==> config.mk <==
export PLATFORM = sky130hd
export DESIGN_NAME = cdb_arbiter
export DESIGN_NICKNAME = d
export VERILOG_FILES = /design/src/rtl/cdb_arbiter_pkg.sv /design/src/rtl/cdb_fifo.sv /design/src/rtl/cdb_arbiter.sv
export SDC_FILE = /design/constraint.sdc
export NUM_CORES = 1
export LEC_CHECK = 0
export ABC_AREA = 1
export CORE_MARGIN = 2
export CORE_UTILIZATION = 30
export CTS_BUF_LIST = sky130_fd_sc_hd__clkbuf_4 sky130_fd_sc_hd__clkbuf_8 sky130_fd_sc_hd__clkbuf_16
export CTS_CLUSTER_DIAMETER = 150
export DETAILED_ROUTE_END_ITERATION = 10
export PLACE_DENSITY_LB_ADDON = 0.08
export SLEW_MARGIN = 10
export SYNTH_ARGS = -nofsm -noshare
export SYNTH_HDL_FRONTEND = slang
export SYNTH_SLANG_ARGS = --single-unit
==> constraint.sdc <==
create_clock -name clk -period 5.7 [get_ports clk]
set_input_delay 0.855 -clock clk [delete_from_list [all_inputs] [get_ports clk]]
set_output_delay 0.855 -clock clk [all_outputs]
set_load 0.05 [all_outputs]
==> src/rtl/cdb_arbiter_pkg.sv <==
`default_nettype none
// ============================================================================
// Module   : cdb_arbiter_pkg
// Purpose  : Shared constants and types for the common data bus arbiter.
// Revision : 1.0  initial release
// ============================================================================
package cdb_arbiter_pkg;

  // Default ROB entry tag width
  localparam int CDB_ENTRY_W = 4;

  // Width of every data word carried on the bus
  localparam int CDB_DATA_W = 32;

  // Result source encoding as seen on cdb_src
  typedef enum logic {
    CDB_SRC_ALU = 1'b0,
    CDB_SRC_LSB = 1'b1
  } cdb_src_e;

endpackage
`default_nettype wire

==> src/rtl/cdb_fifo.sv <==
`default_nettype none
// ============================================================================
// Module   : cdb_fifo
// Purpose  : Small synchronous FIFO with synchronous flush and a global
//            enable. Push/pop are trusted to be pre-qualified by the owner.
// Revision : 1.0  initial release
// ============================================================================
module cdb_fifo #(
  parameter int WIDTH = 8,
  parameter int DEPTH = 4,
  localparam int AW   = $clog2(DEPTH)
) (
  input  logic             clk,
  input  logic             rst,        // synchronous, active-low
  input  logic             en,         // low freezes all state
  input  logic             flush,
  input  logic             push,
  input  logic [WIDTH-1:0] push_data,
  input  logic             pop,
  output logic [WIDTH-1:0] head_data,
  output logic [AW:0]      count
);

  logic [WIDTH-1:0] mem_q [DEPTH];
  logic [WIDTH-1:0] mem_d [DEPTH];
  logic [AW-1:0]    wr_ptr_q, wr_ptr_d;
  logic [AW-1:0]    rd_ptr_q, rd_ptr_d;
  logic [AW:0]      count_q,  count_d;

  // Next-state for storage, pointers and occupancy; pointers wrap naturally
  always_comb begin
    mem_d    = mem_q;
    wr_ptr_d = wr_ptr_q;
    rd_ptr_d = rd_ptr_q;
    count_d  = count_q;
    if (en) begin
      if (flush) begin
        wr_ptr_d = '0;
        rd_ptr_d = '0;
        count_d  = '0;
      end else begin
        if (push) begin
          mem_d[wr_ptr_q] = push_data;
          wr_ptr_d        = wr_ptr_q + 1'b1;
        end
        if (pop) begin
          rd_ptr_d = rd_ptr_q + 1'b1;
        end
        case ({push, pop})
          2'b10:   count_d = count_q + 1'b1;
          2'b01:   count_d = count_q - 1'b1;
          default: count_d = count_q;
        endcase
      end
    end
  end

  // Control state register; reset wins over the enable
  always_ff @(posedge clk) begin
    if (!rst) begin
      wr_ptr_q <= '0;
      rd_ptr_q <= '0;
      count_q  <= '0;
    end else begin
      wr_ptr_q <= wr_ptr_d;
      rd_ptr_q <= rd_ptr_d;
      count_q  <= count_d;
    end
  end

  // Payload storage needs no reset: occupancy alone decides what is valid
  always_ff @(posedge clk) begin
    mem_q <= mem_d;
  end

  assign head_data = mem_q[rd_ptr_q];
  assign count     = count_q;

endmodule
`default_nettype wire

==> src/rtl/cdb_arbiter.sv <==
`default_nettype none
// ============================================================================
// Module   : cdb_arbiter
// Purpose  : Queues ALU and load results in per-source FIFOs and broadcasts
//            at most one per cycle on the registered common data bus, using
//            round-robin when both sources have results waiting.
// Revision : 1.0  initial release
// ============================================================================
module cdb_arbiter
  import cdb_arbiter_pkg::*;
#(
  parameter int ENTRY_W = CDB_ENTRY_W,
  parameter int DEPTH   = 4
) (
  input  logic               clk,
  input  logic               rst,          // synchronous, active-low
  input  logic               rdy,
  input  logic               rollback,
  input  logic               alu_valid,
  input  logic [ENTRY_W-1:0] alu_entry,
  input  logic [31:0]        alu_result,
  input  logic [31:0]        alu_pc,
  input  logic [31:0]        alu_pc_init,
  output logic               alu_ready,
  input  logic               lsb_valid,
  input  logic [ENTRY_W-1:0] lsb_entry,
  input  logic [31:0]        lsb_result,
  output logic               lsb_ready,
  output logic               cdb_valid,
  output logic [ENTRY_W-1:0] cdb_entry,
  output logic [31:0]        cdb_result,
  output logic [31:0]        cdb_pc,
  output logic [31:0]        cdb_pc_init,
  output logic               cdb_src
);

  localparam int AW    = $clog2(DEPTH);
  localparam int ALU_W = 3 * CDB_DATA_W + ENTRY_W;
  localparam int LSB_W = CDB_DATA_W + ENTRY_W;
  localparam logic [AW:0] FULL_COUNT = (AW + 1)'(DEPTH);

  logic [AW:0]      alu_count, lsb_count;
  logic [ALU_W-1:0] alu_head;
  logic [LSB_W-1:0] lsb_head;
  logic             alu_push, lsb_push;
  logic             grant_alu, grant_lsb;

  cdb_src_e         last_grant_q, last_grant_d;
  logic             cdb_valid_q,  cdb_valid_d;
  logic [ENTRY_W-1:0] cdb_entry_q, cdb_entry_d;
  logic [31:0]      cdb_result_q, cdb_result_d;
  logic [31:0]      cdb_pc_q,     cdb_pc_d;
  logic [31:0]      cdb_pc_init_q, cdb_pc_init_d;
  cdb_src_e         cdb_src_q,    cdb_src_d;

  // Ready looks only at the registered count, so a full FIFO refuses a push
  // even in a cycle where it is also being popped.
  assign alu_ready = (alu_count < FULL_COUNT) && rdy;
  assign lsb_ready = (lsb_count < FULL_COUNT) && rdy;
  assign alu_push  = alu_valid && alu_ready && !rollback;
  assign lsb_push  = lsb_valid && lsb_ready && !rollback;

  cdb_fifo #(
    .WIDTH (ALU_W),
    .DEPTH (DEPTH)
  ) u_alu_fifo (
    .clk       (clk),
    .rst       (rst),
    .en        (rdy),
    .flush     (rollback),
    .push      (alu_push),
    .push_data ({alu_entry, alu_result, alu_pc, alu_pc_init}),
    .pop       (grant_alu),
    .head_data (alu_head),
    .count     (alu_count)
  );

  cdb_fifo #(
    .WIDTH (LSB_W),
    .DEPTH (DEPTH)
  ) u_lsb_fifo (
    .clk       (clk),
    .rst       (rst),
    .en        (rdy),
    .flush     (rollback),
    .push      (lsb_push),
    .push_data ({lsb_entry, lsb_result}),
    .pop       (grant_lsb),
    .head_data (lsb_head),
    .count     (lsb_count)
  );

  // Grant from registered occupancy only: same-cycle pushes wait a cycle
  always_comb begin
    grant_alu = 1'b0;
    grant_lsb = 1'b0;
    if (rdy && !rollback) begin
      if ((alu_count != '0) &&
          ((lsb_count == '0) || (last_grant_q == CDB_SRC_LSB))) begin
        grant_alu = 1'b1;
      end else if (lsb_count != '0) begin
        grant_lsb = 1'b1;
      end
    end
  end

  // Broadcast register next-state; payload holds when nothing is granted
  always_comb begin
    last_grant_d  = last_grant_q;
    cdb_valid_d   = cdb_valid_q;
    cdb_entry_d   = cdb_entry_q;
    cdb_result_d  = cdb_result_q;
    cdb_pc_d      = cdb_pc_q;
    cdb_pc_init_d = cdb_pc_init_q;
    cdb_src_d     = cdb_src_q;
    if (rdy) begin
      cdb_valid_d = grant_alu || grant_lsb;
      if (grant_alu) begin
        cdb_entry_d   = alu_head[ALU_W-1:3*CDB_DATA_W];
        cdb_result_d  = alu_head[3*CDB_DATA_W-1:2*CDB_DATA_W];
        cdb_pc_d      = alu_head[2*CDB_DATA_W-1:CDB_DATA_W];
        cdb_pc_init_d = alu_head[CDB_DATA_W-1:0];
        cdb_src_d     = CDB_SRC_ALU;
        last_grant_d  = CDB_SRC_ALU;
      end else if (grant_lsb) begin
        cdb_entry_d   = lsb_head[LSB_W-1:CDB_DATA_W];
        cdb_result_d  = lsb_head[CDB_DATA_W-1:0];
        cdb_pc_d      = '0;
        cdb_pc_init_d = '0;
        cdb_src_d     = CDB_SRC_LSB;
        last_grant_d  = CDB_SRC_LSB;
      end
    end
  end

  // Arbiter and broadcast registers; reset clears everything regardless of rdy
  always_ff @(posedge clk) begin
    if (!rst) begin
      last_grant_q  <= CDB_SRC_LSB;
      cdb_valid_q   <= 1'b0;
      cdb_entry_q   <= '0;
      cdb_result_q  <= '0;
      cdb_pc_q      <= '0;
      cdb_pc_init_q <= '0;
      cdb_src_q     <= CDB_SRC_ALU;
    end else begin
      last_grant_q  <= last_grant_d;
      cdb_valid_q   <= cdb_valid_d;
      cdb_entry_q   <= cdb_entry_d;
      cdb_result_q  <= cdb_result_d;
      cdb_pc_q      <= cdb_pc_d;
      cdb_pc_init_q <= cdb_pc_init_d;
      cdb_src_q     <= cdb_src_d;
    end
  end

  assign cdb_valid   = cdb_valid_q;
  assign cdb_entry   = cdb_entry_q;
  assign cdb_result  = cdb_result_q;
  assign cdb_pc      = cdb_pc_q;
  assign cdb_pc_init = cdb_pc_init_q;
  assign cdb_src     = cdb_src_q;

endmodule
`default_nettype wire
==> results of run 1 <==
[layer usage]
layer / track usage [%] / up-vias / wire length, um
li1: - / 7599 / -
met1: 20.5 / 7806 / 31000
met2: 28.1 / 282 / 34700
met3: 3.17 / 92 / 2850
met4: 4.90 / 12 / 1530
met5: 0 / - / 84
[through the flow]
stage | util (%) | area [sq um] | TNS [ns] | hold WS (ns)
6_report | 37.7 | 30900 | 0 | 0.458
5_1_grt | 37.7 | 30900 | 0 | 0.478
4_1_cts | 37.7 | 30900 | 0 | 0.462
3_5_place_dp | 34.6 | 28400 | 0 | 0.453
3_3_place_gp | 34.6 | 28400 | 0 | 0.451
2_1_floorplan | - | 24900 | -445.65 | 0.463
[state kept, by name (all words and copies together), names as in the netlist]
name,flops
u_alu_fifo.mem_q,400
last_grant_q,1
u_lsb_fifo.wr_ptr_q,2
u_lsb_fifo.count,3
cdb_valid,1
cdb_entry,4
u_alu_fifo.rd_ptr_q,2
u_alu_fifo.wr_ptr_q,2
cdb_result,32
cdb_src,1
cdb_pc_init,32
u_alu_fifo.count,3
cdb_pc,32
u_lsb_fifo.rd_ptr_q,2
u_lsb_fifo.mem_q,144
[how the worst max path moves through the flow]
stage               startpoint                  end  slack [ns]
floorplan                  rdy  u_alu_fifo.mem_q[0]       -1.11
global placement      rollback            cdb_pc[0]        1.70
detailed placement    rollback      cdb_pc_init[25]        1.68
CTS                        rdy            lsb_ready        2.31
global route          rollback      cdb_pc_init[30]        2.08
finish                     rdy            lsb_ready        2.33
[logic make-up (layout without fill, tap and decap cells)]
logic type	Yosys count	after routing	synth area share [%]
buffers and inverters	203	481	3.74
adders and majority gates	10	10	0.562
AOI/OAI and AO/OA	492	492	10.6
and+or+nand+nor	613	613	10.1
xor gates and xnor gates	2	2	0.0703
DFF	661	661	74.9
other	0	1	0
[power breakdown]
| group | total (mW) | internal (mW) | switching [mW] | leakage, nW |
|---|---|---|---|---|
| logic | 0.422 | 0.158 | 0.264 | 2.97 |
| registers | 5.31 | 5.28 | 0.0251 | 5.86 |
| clock network | 4.90 | 2.95 | 1.95 | 1.29 |
| total | 10.6 | 8.39 | 2.24 | 10.1 |
[tightest hold or removal path, stage by stage, from the launching register on]
cell	delay, ns
dfxtp_1	0.31
nand2_1	0.06
a21oi_1	0.05
[cell usage after synthesis]
library cell	number	area, sq um
edfxtp_1	544	16300
nand2_1	303	1140
o21ai_0	241	1210
nor2_1	216	811
dfxtp_1	117	2340
a21oi_1	111	556
o22ai_1	100	626
clkbuf_1	63	236
inv_1	63	236
nand3_1	47	235
buf_2	43	215
nand4_1	38	238
a31oi_1	35	219
buf_6	11	124
buf_4	8	60.1
ha_1	8	100
inv_2	8	30.0
buf_1	5	18.8
nand2_2	3	18.8
nand2_4	3	33.8
a211oi_1	2	15.0
clkbuf_2	2	10.0
fa_1	2	40.0
a21oi_2	1	8.76
nand3_2	1	10.0
nand3_4	1	17.5
nor2_4	1	11.3
o211ai_1	1	7.51
o31ai_1	1	7.51
xnor2_1	1	8.76
xor2_1	1	8.76
[final cells by class]
class,count,area share [%]
flip-flops and latches,661,60.4
multi-input cells,1117,17.4
repair buffers,269,8.75
clock buffers,115,7.33
well taps,1070,4.33
inverters,71,0.910
clock inverters,26,0.857
diodes,1,0.00809
==> reports/metrics.yaml, run 1 <==
clkLatencyLatePin_ns: 0.62
ys_warn_count: 0
min_path_type: "reg -> reg"
holdPathStages: 2
antenna_found_initial: 8
layout-drive-gt1-share_pct: 8.50
numCtsBuffers: 76
ys_ff_latch: 661
htreeDepth: 3
clock-sinks: 661
path_class: "in -> out"
cts_setup_buffers: 0
coreArea_sq_um: 82100
worst-path-buf-inv: 3
area_growth_pct: 24.1
path_cells: "clkdlybuf4s50_1 -> inv_2 -> nor2_1 -> clkdlybuf4s50_1"
rows: 105
io_pins: 246
holdPathEnd: "cdb_pc[16]"
final_common_cell: "edfxtp_1"
first_global_vias: 15800
grtUsageTotal_pct: 16.2
num-nets-final: 2348
critPathMostFrequentCell: "clkdlybuf4s50_1"
start_util_pct: 30.4
synth.distinct_cells: 31
ir_drop_mv: 0.180
relSlewSlack_pct: 18.4
maxSlewViolCount: 0
cp_max_fo: 4
worst-r2r-cell-count: 6
rrSetupSlack_ns: 2.75
pwr_density_cell_nw_per_um2: 343
slowest_delay_ns: 0.85
place.gp.congestion: 0.738
p_total_mw: 10.6
setup_ws_ns: 2.33
clk_path_buf_depth: 3
grt_pass1_wl_um: 103000
grt_overflow: 0
worst_slew_pin_slew_ns: 1.22
r2r-start: "u_alu_fifo.rd_ptr_q[0]"
outcome: "completed"
via_count: 15800
syn_area_per_cell_sq_um: 12.6
drc_errors: 0
hold_violations: 0
fmax_ghz: 0.296
crit_path_end_kind: "primary output"
multi_input_area_sq_um: 5380
mostFrequentLayoutCells: "edfxtp_1 (544), nand2_1 (303), clkdlybuf4s50_1 (245), o21ai_0 (241), nor2_1 (208)"
dp_hpwl_um: 39000
die-area_sq_um: 85400
clock_skew_ns: 0.0276
period_needed_ns: 3.37
start_kind: "input pin"
clk_pin_slew_ns: 0.05
fin_crit_sh_pct: 59.2
synthesis.nets: 2133
drt_first_pass_iters: 4
reg2reg_to: "cdb_pc[0]"
io_buffers: 245
leakagePower_nw: 10.1
holdBufCountCts: 0
dp.cells: 3188
ff_latch_area_sq_um: 18700
die-height_um: 292
drt.antenna.violating_nets: 0
setup_viol: 0
wl_um: 70100
rsz0062_at_grt: "no"
syn_inst: 1981
drtIter0Drc: 860
crit_family: "buffers and inverters"
viasPerCell: 4.74
cp_data_required_time_ns: 4.85
nFillCells: 7835
wire_per_inst_um: 21.1
post-place-ws_ns: 1.68
post_cts_resized: 0
grt_start_max_net_pins: 140
final_cell_count_no_fill: 3330
cp_num_cells: 4
cts-root-buf: "clkbuf_16"
slowest_stage: "clkdlybuf4s50_1"
synthesis.area_sq_um: 24900
worst_ep_arrival_time_ns: 2.52
maxCapViolCount: 0
cts_tree: "done"
holdCritStartpoint: "cdb_pc[16]"
seq_area_frac_synth_pct: 74.9
die_width_um: 292
Note: power is estimated with default switching activity, not from simulation.
==> run 2: changes to the inputs <==
==> constraint.sdc (replaced) <==
create_clock -name clk -period 3.5 [get_ports clk]
set_input_delay 0.525 -clock clk [delete_from_list [all_inputs] [get_ports clk]]
set_output_delay 0.525 -clock clk [all_outputs]
set_load 0.05 [all_outputs]
==> run 2 against run 1 <==
Hold slack lost 0.0015 ns. Register-to-register slack worse by 1.4 ns. Sequential power increased by 63%. Global-route usage rose by 0.21 points. Via count increased by 1.3%. Sequential share of layout area decreased by 0.82 points. First-iteration DRC count increased by 6.7%. Final area increased by 1.4%. Routed wire length is 0.58% higher. Power increased by 64%.
==> reports/metrics.yaml, run 2 (same netlist as run 1, synthesis figures left out) <==
start_util_pct: 30.4
holdBufCountCts: 0
cts_tree: "done"
holdCritStartpoint: "cdb_pc[3]"
clock-sinks: 661
fin_tns_setup_ns: 0
wl_um: 70500
die-height_um: 292
io_pins: 246
first_global_vias: 16100
viasPerCell: 4.78
period_needed_ns: 2.80
antenna_found_initial: 10
outcome: "completed"
cp_max_fo: 4
clkLatencyLatePin_ns: 0.63
clk_path_buf_depth: 3
dpl_cell_area_sq_um: 28800
top_regs: "u_alu_fifo.mem_q: 400 flops, u_lsb_fifo.mem_q: 144 flops"
die_width_um: 292
clock_skew_ns: 0.0283
hold_violations: 0
r2r-start: "u_alu_fifo.rd_ptr_q[0]"
min_path_type: "reg -> reg"
setup_viol: 0
io_buffers: 245
drtIter0Drc: 918
htreeDepth: 3
worst_ep_arrival_time_ns: 2.28
coreArea_sq_um: 82100
place.gp.congestion: 0.726
largest_register: "u_alu_fifo.mem_q"
fin_crit_sh_pct: 80.1
layout-drive-gt1-share_pct: 8.88
clk_pin_slew_ns: 0.05
path_cells: "clkdlybuf4s50_1 -> inv_2 -> nor2_1 -> clkdlybuf4s50_1"
largest_reg_flops: 400
crit_family: "buffers and inverters"
mostFrequentLayoutCells: "edfxtp_1 (544), nand2_1 (303), clkdlybuf4s50_1 (245), o21ai_0 (241), nor2_1 (207)"
dp_hpwl_um: 40900
path_class: "in -> out"
drc_errors: 0
slowest_stage: "clkdlybuf4s50_1"
leakagePower_nw: 10.3
area_growth_pct: 25.8
crit_path_end_kind: "primary output"
drt.antenna.violating_nets: 0
drt_first_pass_iters: 5
cts_setup_buffers: 0
post_cts_resized: 0
via_count: 16000
numCtsBuffers: 75
cp_data_required_time_ns: 2.97
wire_per_inst_um: 21.1
fin_area_sq_um: 31400
final_common_cell: "edfxtp_1"
cts-root-buf: "clkbuf_16"
slowest_delay_ns: 0.87
grtUsageTotal_pct: 16.4
fmax_ghz: 0.357
maxCapViolCount: 0
critPathLaunch: "rdy"
grt_overflow: 0
worst_slew_pin_slew_ns: 1.06
num-nets-final: 2364
worst-path-buf-inv: 3
pwr_density_cell_nw_per_um2: 556
rsz0062_at_grt: "no"
maxSlewViolCount: 0
die-area_sq_um: 85400
rows: 105
grt_pass1_wl_um: 105000
critPathMostFrequentCell: "clkdlybuf4s50_1"
start_kind: "input pin"
grt_start_max_net_pins: 202
relSlewSlack_pct: 29.5
ir_drop_mv: 0.297
## run 2: layout make-up
cell class	count	area, sq um
multi-input combinational	1117	5390
clock inverter	35	423
timing repair buffer	286	3060
inverter	71	282
antenna	1	2.50
tap	1070	1340
fill	7803	50700
sequential	661	18700
clock buffer	104	2180
## run 2: final timing paths
check        slack (ns)  depth (start not counted)        endpoint
max                0.70                          4       lsb_ready
min                0.46                          2       cdb_pc[3]
max reg2reg        1.35                          5  cdb_result[10]
min reg2reg        0.46                          2       cdb_pc[3]
## run 2: per-layer routing
metal | GRT usage [%] | wire length (um)
met1 | 21.0 | 30600
met2 | 28.1 | 35100
met3 | 3.32 | 3280
met4 | 4.84 | 1420
met5 | 0 | 102
## run 2: stage by stage
stage | hold WS [ns] | cells | setup WS, ns | utilization (%) | power [mW]
after detailed placement | 0.453 | 3205 | 0.640 | 35.0 | 9.53
final | 0.456 | 3345 | 0.698 | 38.2 | 17.5
after global placement | 0.447 | 3205 | 0.614 | 35.0 | 9.52
after floorplan | 0.463 | 1981 | -0.0814 | - | 9.12
after global routing | 0.475 | 3344 | 0.632 | 38.2 | 18.1
after CTS | 0.460 | 3344 | 0.693 | 38.2 | 17.7
## run 2: where the power goes
part | switching [mW] | leakage, nW | total, mW | internal [mW]
Combinational | 0.434 | 3.11 | 0.708 | 0.274
Sequential | 0.0426 | 5.86 | 8.64 | 8.60
Clock | 3.19 | 1.30 | 8.10 | 4.91
Total | 3.67 | 10.3 | 17.5 | 13.8
## run 2: worst min-delay path, cell delays in order, from the launching register on
cell and delay [ns]:
dfxtp_1 0.30, nand2_1 0.06, a21oi_1 0.05
==> run 3: changes to the inputs <==
==> constraint.sdc (replaced) <==
create_clock -name clk -period 2.76 [get_ports clk]
set_input_delay 0.414 -clock clk [delete_from_list [all_inputs] [get_ports clk]]
set_output_delay 0.414 -clock clk [all_outputs]
set_load 0.05 [all_outputs]
==> run 3 against run 2 <==
Non-clock buffer count increased by 32. Core utilization increased by 0.43 points. Register-to-register slack got worse by 0.81 ns. Critical path type is now reg -> out. Via count increased by 0.80%. Die area unchanged. Combinational power increased by 34%. Flip-flop and latch count unchanged. Hold slack got worse by 0.012 ns. Critical path depth decreased by 3. Global-route usage increased by 0.15 points. Final area increased by 1.1%.
==> reports/metrics.yaml, run 3 (same netlist as run 1, synthesis figures left out) <==
rsz0062_at_grt: "no"
clk_path_buf_depth: 3
die-height_um: 292
viasPerCell: 4.77
ir_drop_mv: 0.429
post-place-ws_ns: 0.0930
worst_ep_arrival_time_ns: 1.98
mostFrequentLayoutCells: "edfxtp_1 (544), nand2_1 (302), clkdlybuf4s50_1 (243), o21ai_0 (241), nor2_1 (206)"
grt_start_max_net_pins: 202
worst-path-buf-inv: 1
drt.antenna.violating_nets: 0
holdBufCountCts: 0
drc_errors: 0
wl_um: 71700
cts-root-buf: "clkbuf_16"
wire_per_inst_um: 21.2
num-nets-final: 2396
cts_setup_buffers: 0
drtIter0Drc: 1027
pwr_density_cell_nw_per_um2: 690
cp_max_fo: 2
grtUsageTotal_pct: 16.6
outcome: "completed"
setup_ws_ns: 0.365
place.gp.congestion: 0.774
fin_area_sq_um: 31700
top_regs: "u_alu_fifo.mem_q: 400 flops, u_lsb_fifo.mem_q: 144 flops"
leakagePower_nw: 10.5
period_needed_ns: 2.40
path_cells: "clkdlybuf4s50_1"
worst_slew_pin_slew_ns: 1.03
multi_input_area_sq_um: 5400
clk_pin_slew_ns: 0.06
crit_path_end_kind: "primary output"
final_util_pct: 38.6
fin_tns_setup_ns: 0
clkLatencyLatePin_ns: 0.61
slowest_stage: "clkdlybuf4s50_1"
clock-sinks: 661
hold_violations: 0
drt_first_pass_iters: 5
area_growth_pct: 27.2
maxSlewViolCount: 0
largest_reg_flops: 400
htreeDepth: 3
slowest_delay_ns: 1.03
final_common_cell: "edfxtp_1"
nFillCells: 7763
setup_viol: 0
p_total_mw: 21.9
start_util_pct: 30.4
clock_skew_ns: 0.0260
grt_overflow: 0
dp_hpwl_um: 44300
dp.cells: 3237
rows: 105
ff_latch_area_sq_um: 18700
final_cell_count_no_fill: 3380
largest_register: "u_alu_fifo.mem_q"
die-area_sq_um: 85400
crit_family: "buffers and inverters"
maxCapViolCount: 0
die_width_um: 292
min_path_type: "in -> reg"
cts_tree: "done"
io_buffers: 245
coreArea_sq_um: 82100
io_pins: 246
layout-drive-gt1-share_pct: 10.4
numCtsBuffers: 75
first_global_vias: 15900
antenna_found_initial: 8
cp_data_required_time_ns: 2.35
via_count: 16100
fin_hold_ws_ns: 0.445
fmax_ghz: 0.418
relSlewSlack_pct: 31.6
post_cts_resized: 0
fin_crit_sh_pct: 86.8
path_class: "reg -> out"
grt_pass1_wl_um: 106000
dpl_cell_area_sq_um: 29200
start_kind: "flip-flop"
run 3: worst paths after layout:
path / cells past startpoint / end / slack, ns / from
setup / recovery: 1 / cdb_result[30] / 0.36 / cdb_result[30]
hold / removal: 1 / u_lsb_fifo.mem_q[121] / 0.44 / lsb_result[13]
setup reg to reg: 5 / cdb_result[24] / 0.54 / u_alu_fifo.rd_ptr_q[0]
hold reg to reg: 2 / cdb_pc[3] / 0.46 / cdb_pc[3]
run 3: cell type report:
| type | instances | area share [%] |
|---|---|---|
| Sequential cell | 661 | 58.9 |
| Multi-Input combinational cell | 1117 | 17.0 |
| Timing Repair Buffer | 318 | 11.0 |
| Clock buffer | 107 | 6.90 |
| Tap cell | 1070 | 4.22 |
| Clock inverter | 32 | 0.990 |
| Inverter | 71 | 0.927 |
| Antenna cell | 4 | 0.0316 |
run 3: per-layer routing:
layer | track usage, % | part of all wire [%] | routed length (um) | up-vias
met4 | 4.71 | 2.2 | 1610 | 6
li1 | - | - | - | 7696
met1 | 21.5 | 44 | 31500 | 7954
met5 | 0 | 0.047 | 34 | -
met2 | 28.0 | 49 | 35300 | 363
met3 | 3.30 | 4.6 | 3330 | 98
run 3: report_power, final:
part           total [mW]  switching, mW  internal (mW)
registers            11.0         0.0511           10.9
logic               0.947          0.574          0.373
clock network        9.99           3.97           6.02
